<file path="src/rtl/ifetch_unit.sv">
`default_nettype none
// ============================================================================
// Module      : ifetch_unit
// Description : Instruction-fetch stage. Owns the fetch PC and issues one
//               word request at a time to instruction memory over a
//               req/ready + rvalid handshake. Returned words are queued with
//               their PCs in a small in-order FIFO and presented to decode
//               over valid/ready. Execute can redirect the PC at any time,
//               which flushes the queue and discards any in-flight response.
//               Once the core raises finish, fetching stops for good; the
//               queue keeps draining.
// Revision    : 1.0 - initial release
// ----------------------------------------------------------------------------
// Parameters
//   WORD       datapath / address width in bits
//   RESET_PC   first fetch address after reset (word aligned)
//   DEPTH      instruction queue entries (power of two, >= 2)
// Ports
//   clk            core clock, all state on the rising edge
//   rst_n          asynchronous active-low reset
//   o_imem_req     fetch request valid
//   o_imem_addr    byte address of the requested word
//   i_imem_ready   memory accepts the request this cycle
//   i_imem_rvalid  response valid
//   i_imem_rdata   fetched instruction
//   i_redirect     one-cycle pulse: flush and refetch from i_redirect_pc
//   i_redirect_pc  redirect target (low two bits ignored)
//   i_finish       stop fetching; held high once set
//   o_out_valid    o_out_instr / o_out_pc hold a valid instruction
//   i_out_ready    decode consumes the head entry
//   o_out_instr    head instruction
//   o_out_pc       PC of the head instruction
// ============================================================================
module ifetch_unit #(
   parameter int              WORD     = 32,
   parameter logic [WORD-1:0] RESET_PC = '0,
   parameter int              DEPTH    = 2
) (
   input  logic            clk,
   input  logic            rst_n,
   // instruction memory
   output logic            o_imem_req,
   output logic [WORD-1:0] o_imem_addr,
   input  logic            i_imem_ready,
   input  logic            i_imem_rvalid,
   input  logic [WORD-1:0] i_imem_rdata,
   // control from execute / core
   input  logic            i_redirect,
   input  logic [WORD-1:0] i_redirect_pc,
   input  logic            i_finish,
   // decode side
   output logic            o_out_valid,
   input  logic            i_out_ready,
   output logic [WORD-1:0] o_out_instr,
   output logic [WORD-1:0] o_out_pc
);

   // -------------------------------------------------------------------------
   // Constants
   // -------------------------------------------------------------------------
   localparam int PTR_W = (DEPTH > 1) ? $clog2(DEPTH) : 1;
   // One extra bit so the count can represent a completely full queue.
   localparam int CNT_W = PTR_W + 1;

   localparam logic [CNT_W-1:0] c_DEPTH   = CNT_W'(DEPTH);
   localparam logic [CNT_W-1:0] c_CNT_ONE = CNT_W'(1);
   localparam logic [PTR_W-1:0] c_PTR_ONE = PTR_W'(1);
   localparam logic [WORD-1:0]  c_PC_STEP = WORD'(4);
   localparam logic [WORD-1:0]  c_ALIGN   = ~WORD'(3);

   // -------------------------------------------------------------------------
   // Fetch FSM state
   // -------------------------------------------------------------------------
   typedef enum logic [1:0] {
      S_IDLE = 2'd0,
      S_REQ  = 2'd1,
      S_WAIT = 2'd2,
      S_HALT = 2'd3
   } state_t;

   state_t            r_state;
   logic [WORD-1:0]   r_pc;        // next address to request
   logic [WORD-1:0]   r_fetch_pc;  // address of the in-flight request
   logic              r_drop;      // in-flight response belongs to a dead path

   // -------------------------------------------------------------------------
   // Instruction queue
   // -------------------------------------------------------------------------
   logic [WORD-1:0]   r_q_instr [DEPTH];
   logic [WORD-1:0]   r_q_pc    [DEPTH];
   logic [PTR_W-1:0]  r_wptr;
   logic [PTR_W-1:0]  r_rptr;
   logic [CNT_W-1:0]  r_count;

   // -------------------------------------------------------------------------
   // Combinational control
   // -------------------------------------------------------------------------
   logic              w_outstanding;
   logic [CNT_W-1:0]  w_inflight;
   logic              w_room;
   logic              w_req;
   logic              w_accept;
   logic              w_rsp;
   logic              w_redir;
   logic              w_push;
   logic              w_pop;
   logic [WORD-1:0]   w_redir_pc;

   // A request is only outstanding while the FSM sits in WAIT.
   assign w_outstanding = (r_state == S_WAIT);

   // Gate requests on queued entries plus the in-flight one so a returning
   // response always finds a free slot. Uses the registered count only, so a
   // pop in the current cycle frees a slot for the following cycle.
   assign w_inflight = r_count + CNT_W'(w_outstanding);
   assign w_room     = (w_inflight < c_DEPTH);

   // finish suppresses any new request immediately, even one already shown.
   assign w_req    = (r_state == S_REQ) & w_room & ~i_finish;
   assign w_accept = w_req & i_imem_ready;
   assign w_rsp    = w_outstanding & i_imem_rvalid;

   // finish takes priority over redirect, and a halted unit ignores redirects.
   assign w_redir    = i_redirect & ~i_finish & (r_state != S_HALT);
   assign w_redir_pc = i_redirect_pc & c_ALIGN;

   // A redirect flushes the queue, so neither a response nor a pop in the
   // same cycle may touch it.
   assign w_push = w_rsp & ~r_drop & ~w_redir;
   assign w_pop  = o_out_valid & i_out_ready & ~w_redir;

   // -------------------------------------------------------------------------
   // Outputs
   // -------------------------------------------------------------------------
   assign o_imem_req  = w_req;
   assign o_imem_addr = r_pc;
   assign o_out_valid = (r_count != '0);
   assign o_out_instr = r_q_instr[r_rptr];
   assign o_out_pc    = r_q_pc[r_rptr];

   // -------------------------------------------------------------------------
   // Fetch FSM, PC and drop flag
   // -------------------------------------------------------------------------
   always_ff @(posedge clk or negedge rst_n) begin
      if (!rst_n) begin
         r_state    <= S_IDLE;
         r_pc       <= RESET_PC;
         r_fetch_pc <= '0;
         r_drop     <= 1'b0;
      end else begin
         case (r_state)
            S_IDLE: begin
               r_state <= S_REQ;
               if (w_redir) begin
                  r_pc <= w_redir_pc;
               end
            end

            S_REQ: begin
               if (i_finish) begin
                  r_state <= S_HALT;
               end else if (w_accept) begin
                  r_state    <= S_WAIT;
                  r_fetch_pc <= r_pc;
                  // Accepted in the redirect cycle: the response is stale.
                  r_drop     <= w_redir;
                  r_pc       <= w_redir ? w_redir_pc : (r_pc + c_PC_STEP);
               end else if (w_redir) begin
                  // Unaccepted request is withdrawn; next cycle shows new PC.
                  r_pc <= w_redir_pc;
               end
            end

            S_WAIT: begin
               if (w_redir) begin
                  r_pc <= w_redir_pc;
               end
               if (w_rsp) begin
                  // Response completes the transaction whether kept or not.
                  r_drop  <= 1'b0;
                  r_state <= i_finish ? S_HALT : S_REQ;
               end else if (w_redir) begin
                  // Still waiting on a request from the old path.
                  r_drop <= 1'b1;
               end
            end

            S_HALT: begin
               r_state <= S_HALT;
            end

            default: begin
               r_state <= S_IDLE;
            end
         endcase
      end
   end

   // -------------------------------------------------------------------------
   // Instruction queue
   // -------------------------------------------------------------------------
   always_ff @(posedge clk or negedge rst_n) begin
      if (!rst_n) begin
         r_wptr  <= '0;
         r_rptr  <= '0;
         r_count <= '0;
         for (int i = 0; i < DEPTH; i++) begin
            r_q_instr[i] <= '0;
            r_q_pc[i]    <= '0;
         end
      end else if (w_redir) begin
         r_wptr  <= '0;
         r_rptr  <= '0;
         r_count <= '0;
      end else begin
         if (w_push) begin
            r_q_instr[r_wptr] <= i_imem_rdata;
            r_q_pc[r_wptr]    <= r_fetch_pc;
            r_wptr            <= r_wptr + c_PTR_ONE;
         end
         if (w_pop) begin
            r_rptr <= r_rptr + c_PTR_ONE;
         end
         case ({w_push, w_pop})
            2'b10:   r_count <= r_count + c_CNT_ONE;
            2'b01:   r_count <= r_count - c_CNT_ONE;
            default: r_count <= r_count;
         endcase
      end
   end

endmodule
`default_nettype wire

</file>
<file path="config.mk">
export PLATFORM = sky130hd
export DESIGN_NAME = ifetch_unit
export DESIGN_NICKNAME = d
export VERILOG_FILES = /design/src/rtl/ifetch_unit.sv
export SDC_FILE = /design/constraint.sdc
export NUM_CORES = 1
export LEC_CHECK = 0
export BUFFER_PORTS_ARGS = -buffer_cell sky130_fd_sc_hd__buf_2
export CORE_ASPECT_RATIO = 0.5
export CORE_MARGIN = 8
export CORE_UTILIZATION = 52
export DETAILED_ROUTE_END_ITERATION = 8
export GPL_TIMING_DRIVEN = 0
export PLACE_DENSITY = 0.76
export SETUP_SLACK_MARGIN = 0.3
export SLEW_MARGIN = 20
export SYNTH_ARGS = -nofsm -noshare
export SYNTH_HDL_FRONTEND = slang
export SYNTH_SLANG_ARGS = --single-unit
</file>
<file path="constraint.sdc">
create_clock -name clk -period 2.3 [get_ports clk]
set_input_delay 0.23 -clock clk [delete_from_list [all_inputs] [get_ports clk]]
set_output_delay 0.23 -clock clk [all_outputs]
set_load 0.1 [all_outputs]
</file>
==> impl_results.md, run 1 <==
* Status: finished clean
* Post-synth EDFFs at 0
* R2R depth at 6
* Core box area at 17100 µm²
* Die width at 202 µm
* Routed wire length at 23600 µm
* YS warnings at 0
* Finished Core Util at 68.1%
* Pwr Total at 10.5 mW
* Crit. path cell count at 4
* H-Tree Depth at 4
* Final setup viols at 0
* CP Class: flop to output port
* Critical Path Start: r_rptr
* CP Capture Type: output port
* Final nets at 1021
* IO Count at 169
* Max transition margin at 51.7%
* Final Skew at 0.0121 ns
* TritonCTS clock tree: yes
* Worst path slowest cell: mux2_2
* GP Congestion at 0.922
* Start of the worst register-to-register path: o_imem_addr[10]
* Hold Slack at 0.0127 ns
* Area delta synth->final at 30.1%
* Area share of the largest cell type after synthesis at 55.6%
* Worst setup path endpoint: o_out_pc[9]
* F_max at 509 MHz
* Ys flop type: dfrtp_1
* Yosys reg bits at 199
* ANT cells at 0
* DR vias/cell at 5.50
* WP buf/inv at 3
* Worst-path cell chain: buf_8 -> clkbuf_16 -> mux2_2 -> buf_6
* Clock buffer count from CTS at 17
* Synth unique cells at 45
* Grt met2 use at 29.6%
* Clock-pin slew on the worst setup and hold paths at 0.08 ns
* Top Family by Delay on Critical Path: buffers and inverters
* CP arrival at 1.74 ns
* First-pass GRT wire length at 37200 µm
* Pwr Density at 902 nW/µm²
* Full die area at 21900 µm²
* Max-Cap Viols at 0
* Commonest cells in the synthesized netlist: dfrtp_1 (199), mux2_2 (192), nand2_1 (132)
* Worst-Skew Late Latency at 0.43 ns
* IR Drop Worst-Case VDD at 0.593 mV
* Syn Area/Cell at 12.1 µm²
* Max Slew Vio Count at 0
* Hpwl dp at 17000 µm
* Largest net degree at the start of global routing at 101
* GRT Overall Usage at 21.6%
* Register area at 4990 µm²
* Ys async rst share at 100%
* Via count at 6578
* Hold WC Path Type: input pin to flop
* Multi-input gate area at 3950 µm²
* Mapped Cells at 739
* R2r endpoint: o_imem_addr[29]
* Setup TNS at 0 ns
* Worst Path Max Fanout at 10
* Synth area leaders: dfrtp_1 (56%), mux2_2 (24%), nand2_1 (5.5%)
* Most frequent cell after synthesis: dfrtp_1
* Worst-margin pin slew at 0.717 ns
* # port buffers at 166
* Share of layout cells above drive strength 1 at 50.4%
* CP peak stage delay at 0.38 ns
* Initial Utilization at 52.4%
* Post-route ant nets at 0
* Initial antenna violation count at 0
* Hold Fails Final Rpt at 0
* Final instance area at 11600 µm²
* Register area share after synthesis at 55.6%
* Starting DRT DRC Count at 457
* Clk sink count at 199
* Leakage Power at 5.91 nW
* Die height at 109 µm
* M3 GR Usage at 5.75%
* Met1 Usage GRT at 32.8%
* Post-synth top area cell: dfrtp_1
* Vias in the first global route at 6425
* Mapped cell area at 8950 µm²
* RSZ-0062 raised after global routing: yes
* Placed inst area at 10200 µm²
* Syn nets at 811
* Clock Tree Root: clkbuf_16
* DRC violations left at 0
* Worst R2R Setup Slack at 0.34 ns
* Drt first pass iters at 5
* Part of the cycle the worst path needs at 85.5%
* Busiest grt layer: met1
* Data required, critical path at 2.07 ns
* Critical path launch point type: flop
* Overflow after GRT at 0
* Site Rows at 34
* Clk buf depth at 2
* Period minus WS final at 1.97 ns
* DR WL/cell at 19.7 µm
* Fill cells at 1269
## kinds of logic (layout without fill, tap and decap cells)
| logic type | Yosys count | in the layout | synth area share [%] |
|---|---|---|---|
| compound gates | 49 | 49 | 3.34 |
| xor+xnor | 24 | 24 | 2.35 |
| fa+ha+maj | 1 | 1 | 0.140 |
| buf+inv | 46 | 268 | 2.17 |
| flops | 199 | 199 | 55.6 |
| mux | 195 | 195 | 24.5 |
| simple gates | 225 | 225 | 11.9 |
## tightest hold or removal path: stages
cell     delay, ns
buf_2         0.08
nand2_1       0.04
o21ai_0       0.06
## layout make-up
class                   count  share of cell area (%)
clock inverters            11                   0.967
well taps                 234                    2.51
clock buffers              20                    4.01
flip-flops and latches    199                    42.8
inverters                   1                  0.0322
multi-input cells         494                    33.9
repair buffers            191                    12.2
plain buffers              45                    3.47
## state kept, by name, summed over array words and instances, names as in the netlist
name	cells
r_count	2
r_q_instr	64
o_imem_addr	32
r_state	2
r_rptr	1
r_wptr	1
r_fetch_pc	32
r_q_pc	64
r_drop	1
## stage by stage
stage	setup slack [ns]	std cells
3_5_place_dp	-0.151	1141
5_1_grt	0.275	1195
3_3_place_gp	-2.30	1139
2_1_floorplan	-0.572	739
6_report	0.334	1195
4_1_cts	0.243	1185
## where the power goes
part	switching (mW)	internal, mW
registers	0.332	3.80
clock network	1.35	1.60
logic	2.50	0.925
total	4.18	6.32
## layer usage
layer  vias up  share of wire, %
li1       3009                 -
met1      3306                48
met2       235                43
met3        28               7.4
met4         0               1.7
met5         -                 0
## cells in the final DEF, fill, tap and decap left out, drive strengths merged, types with 9 or more instances in the layout
cell type / n
o21ai: 20
a21oi: 11
nor4: 12
nand4: 12
buf: 211
nor2: 24
nand3: 10
nand2: 132
xnor2: 15
xor2: 9
clkbuf: 39
dfrtp: 199
mux2: 192
## how the worst min path moves through the flow
stage,from,slack [ns],to,cells after the start
2_1_floorplan,rst_n,-0.07,o_imem_addr[0],0
3_3_place_gp,i_redirect_pc[10],0.44,o_imem_addr[10],3
3_5_place_dp,rst_n,0.06,r_q_instr[49],1
4_1_cts,i_redirect_pc[7],0.00009,o_imem_addr[7],3
5_1_grt,i_redirect_pc[8],0.003,o_imem_addr[8],3
6_report,i_redirect_pc[19],0.01,o_imem_addr[19],3
## repair_timing
item,in CTS,in global routing
setup endpoints to repair,230,223
buffers inserted,7,10
endpoints found under the hold margin,204,0
hold buffers,6,0
cloned,0,0
resized for setup,172,50
pin swaps,4,4
(Power assumes the default switching activity.)
==> run 2: changes to the inputs <==
BUFFER_PORTS_ARGS = not set   (was -buffer_cell sky130_fd_sc_hd__buf_2)
DONT_BUFFER_PORTS = 1   (was not set)
PLACE_DENSITY = 0.67   (was 0.76)
==> run 2 against run 1 <==
Net effect:
- the flow now finishes with violations (hold timing)
- utilization decreased by 0.30 points
- register-to-register slack got worse by 0.25 ns
- sequential share of layout area rose by 0.95 points
- flip-flop and latch count is the same
- first-iteration DRC count rose by 14%
- final area is 0.44% lower
- total power down 0.90%
- worst hold slack worse by 0.52 ns
- critical endpoint is now o_imem_addr[30]
- largest power group unchanged
- highest routed layer is now met5
==> impl_results.md, run 2 (synthesis results as in run 1) <==
* Vias in the first global route at 6632 (+3.2%)
* Final nets at 919 (-10%)
* GRT Overall Usage at 22.7% (+1.1 points)
* Critical path launch point type: flop
* Worst path slowest cell: dfrtp_4
* Share of power burned in combinational logic at 20.8% (-12 points)
* Share of power burned in registers at 51.0% (+12 points)
* Via count at 6430 (-2.2%)
* Initial antenna violation count at 1 (+1)
* # port buffers at 0 (-100%)
* DR vias/cell at 5.88 (+6.9%)
* Pwr Total at 10.4 mW (-0.90%)
* CP Class: flop to flop
* DRC violations left at 0 (unchanged)
* Area delta synth->final at 29.5%
* Site Rows at 34 (unchanged)
* Core box area at 17100 µm² (unchanged)
* Final Skew at 0.0169 ns (+0.00483 ns)
* First-pass GRT wire length at 39100 µm (+5.1%)
* Max Slew Vio Count at 0 (unchanged)
* Fill cells at 1260 (-0.71%)
* Hold_buf cts at 62 (+56)
* Worst-margin pin slew at 1.08 ns (+0.362 ns)
* Clk sink count at 199 (unchanged)
* Clock buffer count from CTS at 17 (unchanged)
* Clock Tree Root: clkbuf_16
* Leakage Power at 5.60 nW (-5.3%)
* Initial Utilization at 52.4% (unchanged)
* F_max at 453 MHz (-11%)
* TritonCTS clock tree: yes
* Data required, critical path at 2.59 ns (+0.52 ns)
* Failing checks: hold timing
* Share of layout cells above drive strength 1 at 42.0% (-8.3 points)
* Setup TNS at 0 ns (unchanged)
* Worst-path cell chain: nand4_1 -> or2_4 -> or4_4 -> o211ai_1 -> nand3_1
* Hpwl dp at 16700 µm (-1.9%)
* Max transition margin at 28.1% (-24 points)
* Hold WC Path Type: input pin to asynchronous set/reset pin
* Starting DRT DRC Count at 521 (+14%)
* IR Drop Worst-Case VDD at 0.584 mV (-1.6%)
* ANT cells at 0 (unchanged)
* CP arrival at 2.50 ns (+0.76 ns)
* Commonest non-fill, non-tap cell in the layout: dfrtp_1
* Placed Cells at 975 (-15%)
* Post-route ant nets at 0 (unchanged)
* Drt first pass iters at 5 (unchanged)
* Switching share of total power at 40.5% (+0.70 points)
* Clock power frac at 28.1% (about the same)
* DR WL/cell at 23.3 µm (+18%)
* Routed wire length at 25500 µm (+8.0%)
* Die height at 109 µm (unchanged)
* Worst-Skew Late Latency at 0.43 ns (about the same)
* Hold Fails Final Rpt at 199 (+199)
* Die width at 202 µm (unchanged)
* Largest net degree at the start of global routing at 200 (+98%)
* Worst Path Max Fanout at 7 (-3)
* Status: finished, violations left
* Max-Cap Viols at 0 (unchanged)
* Overflow after GRT at 0 (unchanged)
* Clock-pin slew on the worst setup and hold paths at 0.08 ns (about the same)
* Final setup viols at 0 (unchanged)
* Sw power at 4.22 mW (+0.85%)
* RSZ-0062 raised after global routing: yes
* Part of the cycle the worst path needs at 95.9% (+10 points)
* GP Congestion at 0.908 (-1.5%)
* Placed inst area at 9330 µm² (-8.4%)
* Final cell count without fillers at 1093 (-8.5%)
* Full die area at 21900 µm² (unchanged)
* Period minus WS final at 2.21 ns (+0.240 ns)
* IO Count at 169 (unchanged)
* CP peak stage delay at 0.68 ns (+0.30 ns)
* CP Capture Type: flop
* Biggest registers after layout: r_q_instr (64), r_q_pc (64)
* Most frequent cells in the layout: dfrtp_1 (171), mux2_2 (133), nand2_1 (130)
* Hold Slack at -0.510 ns (-0.523 ns)
* H-Tree Depth at 4 (unchanged)
* Pint at 6.19 mW (-2.1%)
* Clk buf depth at 2 (unchanged)
* Final instance area at 11600 µm² (-0.44%)
* Pwr Density at 898 nW/µm² (-0.46%)
-- run 2: layout make-up --
class | instances | area [µm²] | area share [%]
Timing Repair Buffer | 89 | 883 | 7.62
Clock buffer | 20 | 447 | 3.85
Tap cell | 234 | 293 | 2.53
Multi-Input combinational cell | 494 | 4310 | 37.2
Inverter | 1 | 3.75 | 0.0324
Clock inverter | 11 | 113 | 0.971
Sequential cell | 199 | 5080 | 43.8
Buffer | 45 | 467 | 4.03
-- run 2: timing repair --
item,in CTS,in global routing
cloned,0,1
resized for setup,205,73
endpoints found under the setup margin,257,201
pin swaps,21,26
endpoints found under the hold margin,293,199
setup buffers,18,6
-- run 2: power groups by stage --
| stage | Clock (mW) | Combinational [mW] | Sequential [mW] |
|---|---|---|---|
| after global placement | 0 | 1.66 | 5.21 |
| final | 2.93 | 2.17 | 5.31 |
| after floorplan | 0 | 1.48 | 5.08 |
| after detailed placement | 0 | 1.69 | 5.24 |
| after CTS | 2.96 | 2.09 | 5.27 |
| after global routing | 3.09 | 2.27 | 5.36 |
-- run 2: per-layer routing --
metal,up-vias,GRT usage (%),wire (µm)
li1,2792,-,-
met3,53,6.61,2250
met4,2,5.03,502
met1,3306,31.8,11200
met2,277,34.9,11500
met5,-,0,13
-- run 2: path summary, 6_finish.rpt --
kind,from,to,slack [ns],cells after the start
max,o_imem_addr[11],o_imem_addr[30],0.09,5
min,rst_n,r_fetch_pc[15],-0.51,0
max reg2reg,o_imem_addr[11],o_imem_addr[30],0.09,5
min reg2reg,r_fetch_pc[3],r_fetch_pc[3],0.50,2
max in group asynchronous,rst_n,o_imem_addr[22],2.29,0
min in group clk,i_redirect_pc[22],o_imem_addr[22],0.06,3
-- run 2: worst max-delay path: cells and delay by family (launching register included) --
| family | cells | cell delay, ns |
|---|---|---|
| AOI/OAI and AO/OA | 1 | 0.20 |
| DFF | 1 | 0.68 |
| and+or+nand+nor | 4 | 1.18 |
-- run 2: through the flow --
stage	util [%]	setup slack, ns
final	67.8	0.0940
after global routing	67.8	0.0545
after CTS	66.4	0.162
after global placement	54.3	-1.10
after detailed placement	54.6	-0.815
after floorplan	-	-0.572
==> run 3: changes to the inputs <==
--- a/config.mk
+++ b/config.mk
@@ -15,3 +15,2 @@
 export SETUP_SLACK_MARGIN = 0.3
-export SLEW_MARGIN = 20
 export SYNTH_ARGS = -nofsm -noshare
--- a/constraint.sdc
+++ b/constraint.sdc
@@ -3,2 +3,2 @@
 set_output_delay 0.23 -clock clk [all_outputs]
-set_load 0.1 [all_outputs]
+set_load 0.02 [all_outputs]
==> run 3 against run 2 <==
Net effect:
- non-clock buffer count up 30
- worst hold slack worse by 0.0045 ns
- clock skew shrank 0.0050 ns
- final area up 9.4%
- critical endpoint is now o_imem_addr[24]
- die area unchanged
- sequential power fell by 17%
- the flow finishes with violations (hold timing, setup timing)
- clock power barely moved
- flip-flop and latch count unchanged
- highest routed layer is now met4
==> impl_results.md, run 3 (synthesis results as in run 1) <==
* H-Tree Depth at 4 (unchanged)
* Initial Utilization at 52.4% (unchanged)
* Area delta synth->final at 41.6%
* Final setup viols at 52 (+52)
* Hold_buf cts at 62 (unchanged)
* Fill cells at 1073 (-15%)
* Final nets at 949 (+3.3%)
* Clock buffer count from CTS at 17 (unchanged)
* Worst Path Max Fanout at 6 (-1)
* Data required, critical path at 2.66 ns (+0.07 ns)
* Failing checks: hold timing, setup timing
* TritonCTS clock tree: yes
* Hold Fails Final Rpt at 199 (unchanged)
* Initial antenna violation count at 1 (unchanged)
* RSZ-0062 raised after global routing: yes
* Overflow after GRT at 0 (unchanged)
* Worst-margin pin slew at 0.880 ns (-0.199 ns)
* Max transition margin at 41.1% (+13 points)
* Via count at 6661 (+3.6%)
* Worst slack, placed at -0.361 ns (+0.454 ns)
* Hold Slack at -0.515 ns (-0.00455 ns)
* Max Slew Vio Count at 0 (unchanged)
* Most frequent cells in the layout: dfrtp_1 (194), mux2_4 (117), nand2_1 (87)
* Pwr Total at 8.79 mW (-15%)
* Switching share of total power at 31.8% (-8.7 points)
* CP Class: flop to flop
* Commonest non-fill, non-tap cell in the layout: dfrtp_1
* Die width at 202 µm (unchanged)
* Setup TNS at -4.88 ns (-4.88 ns)
* Share of power burned in registers at 50.2% (-0.8 points)
* Full die area at 21900 µm² (unchanged)
* Worst Slack Setup Final at -0.230 ns (-0.324 ns)
* GP Congestion at 0.892 (-1.8%)
* Clk buf depth at 2 (unchanged)
* DR WL/cell at 25.6 µm (+9.9%)
* Placed Cells at 973 (-0.21%)
* CP Capture Type: flop
* Final cell count without fillers at 1124 (+2.8%)
* Share of layout cells above drive strength 1 at 46.6% (+4.5 points)
* Hold WC Path Type: input pin to asynchronous set/reset pin
* WP buf/inv at 1 (+1)
* Core box area at 17100 µm² (unchanged)
* First-pass GRT wire length at 39200 µm (+0.28%)
* Drt first pass iters at 5 (unchanged)
* Sw power at 2.80 mW (-34%)
* IO Count at 169 (unchanged)
* Pwr Density at 693 nW/µm² (-23%)
* CP arrival at 2.89 ns (+0.39 ns)
* Critical path launch point type: flop
* DRC violations left at 0 (unchanged)
* DR vias/cell at 5.93 (+0.74%)
* Worst-path cell chain: buf_6 -> nor4b_4 -> nand2_2 -> or4_4 -> xor2_1 -> a21oi_1
* Clock-pin slew on the worst setup and hold paths at 0.08 ns (about the same)
* Final Skew at 0.0119 ns (-0.00496 ns)
* Pint at 6.00 mW (-3.1%)
* # port buffers at 0 (unchanged)
* Largest net degree at the start of global routing at 200 (unchanged)
* GRT Overall Usage at 23.0% (+0.34 points)
* Routed wire length at 28800 µm (+13%)
* Vias in the first global route at 6674 (+0.63%)
* Placed inst area at 9270 µm² (-0.64%)
* Starting DRT DRC Count at 548 (+5.2%)
* Period minus WS final at 2.53 ns (+0.324 ns)
* Hpwl dp at 16900 µm (+1.7%)
* Leakage Power at 6.20 nW (+11%)
* Die height at 109 µm (unchanged)
* Worst path slowest cell: nor4b_4
* Biggest registers after layout: r_q_instr (64), r_q_pc (64)
* Final instance area at 12700 µm² (+9.4%)
* Post-route ant nets at 0 (unchanged)
* Status: finished, violations left
* Worst-Skew Late Latency at 0.44 ns (about the same)
* Top Family by Delay on Critical Path: simple AND/OR/NAND/NOR gates
* Share of power burned in combinational logic at 16.2% (-4.6 points)
* Clock power frac at 33.6% (+5.5 points)
* Clk sink count at 199 (unchanged)
* Site Rows at 34 (unchanged)
* Part of the cycle the worst path needs at 110% (+14 points)
* Clock Tree Root: clkbuf_16
* IR Drop Worst-Case VDD at 0.539 mV (-7.7%)
* Max-Cap Viols at 0 (unchanged)
* CP peak stage delay at 0.77 ns (+0.09 ns)
* F_max at 395 MHz (-13%)
==> run 3: changes by cell type in the layout (fill, tap and decap cells not counted), sizes merged <==
cell / previous run / this run
inv: 6 / 7
buf: 57 / 70
clkbuf: 35 / 50
clkinv: 2 / 5
diode: 0 / 1
clkinvlp: 3 / 1
==> run 3: path summary, 6_finish.rpt <==
| kind | slack (ns) | from | endpoint | depth (start not counted) |
|---|---|---|---|---|
| max | -0.23 | r_state[1] | o_imem_addr[24] | 6 |
| min | -0.51 | rst_n | r_q_pc[18] | 0 |
| max reg2reg | -0.23 | r_state[1] | o_imem_addr[24] | 6 |
| min reg2reg | 0.51 | r_q_pc[36] | r_q_pc[36] | 1 |
| max in group asynchronous | 2.42 | rst_n | o_imem_addr[4] | 0 |
| min in group clk | 0.04 | i_out_ready | r_count[1] | 3 |
==> run 3: power groups by stage <==
stage               logic [mW]  registers (mW)  clock network [mW]
finish                    1.43            4.41                2.96
global route              1.51            4.44                3.14
CTS                       1.29            4.35                3.00
detailed placement        1.09            4.40                   0
global placement          1.08            4.38                   0
floorplan                0.878            4.25                   0
==> run 3: area by class of cell <==
type	count	area (µm²)	share of cell area, %
clock buffer	18	429	3.38
tap	234	293	2.31
clock inverter	13	138	1.09
multi-input combinational	494	4700	37.1
timing repair buffer	119	1550	12.2
antenna	1	2.50	0.0197
sequential	199	4990	39.3
buffer	45	574	4.53
inverter	1	3.75	0.0296
==> run 3: per-stage QoR <==
| stage | utilization [%] | hold slack (ns) |
|---|---|---|
| finish | 74.2 | -0.515 |
| global route | 74.2 | -0.533 |
| CTS | 65.6 | -0.528 |
| detailed placement | 54.2 | -0.0617 |
| global placement | 54.2 | -0.0601 |
| floorplan | - | -0.0656 |
==> run 3: repair_timing <==
item / CTS / global route
resized for setup: 151 / 257
endpoints found under the setup margin: 239 / 229
cloned: 4 / 16
setup buffers: 24 / 13
endpoints found under the hold margin: 293 / 199
pin swaps: 20 / 81
==> run 3: routing by layer <==
| metal | wire length, µm | up-vias | GRT usage [%] |
|---|---|---|---|
| li1 | - | 2865 | - |
| met1 | 12900 | 3482 | 31.6 |
| met2 | 13000 | 274 | 35.2 |
| met3 | 2380 | 40 | 7.59 |
| met4 | 476 | 0 | 5.91 |
| met5 | 0 | - | 0 |
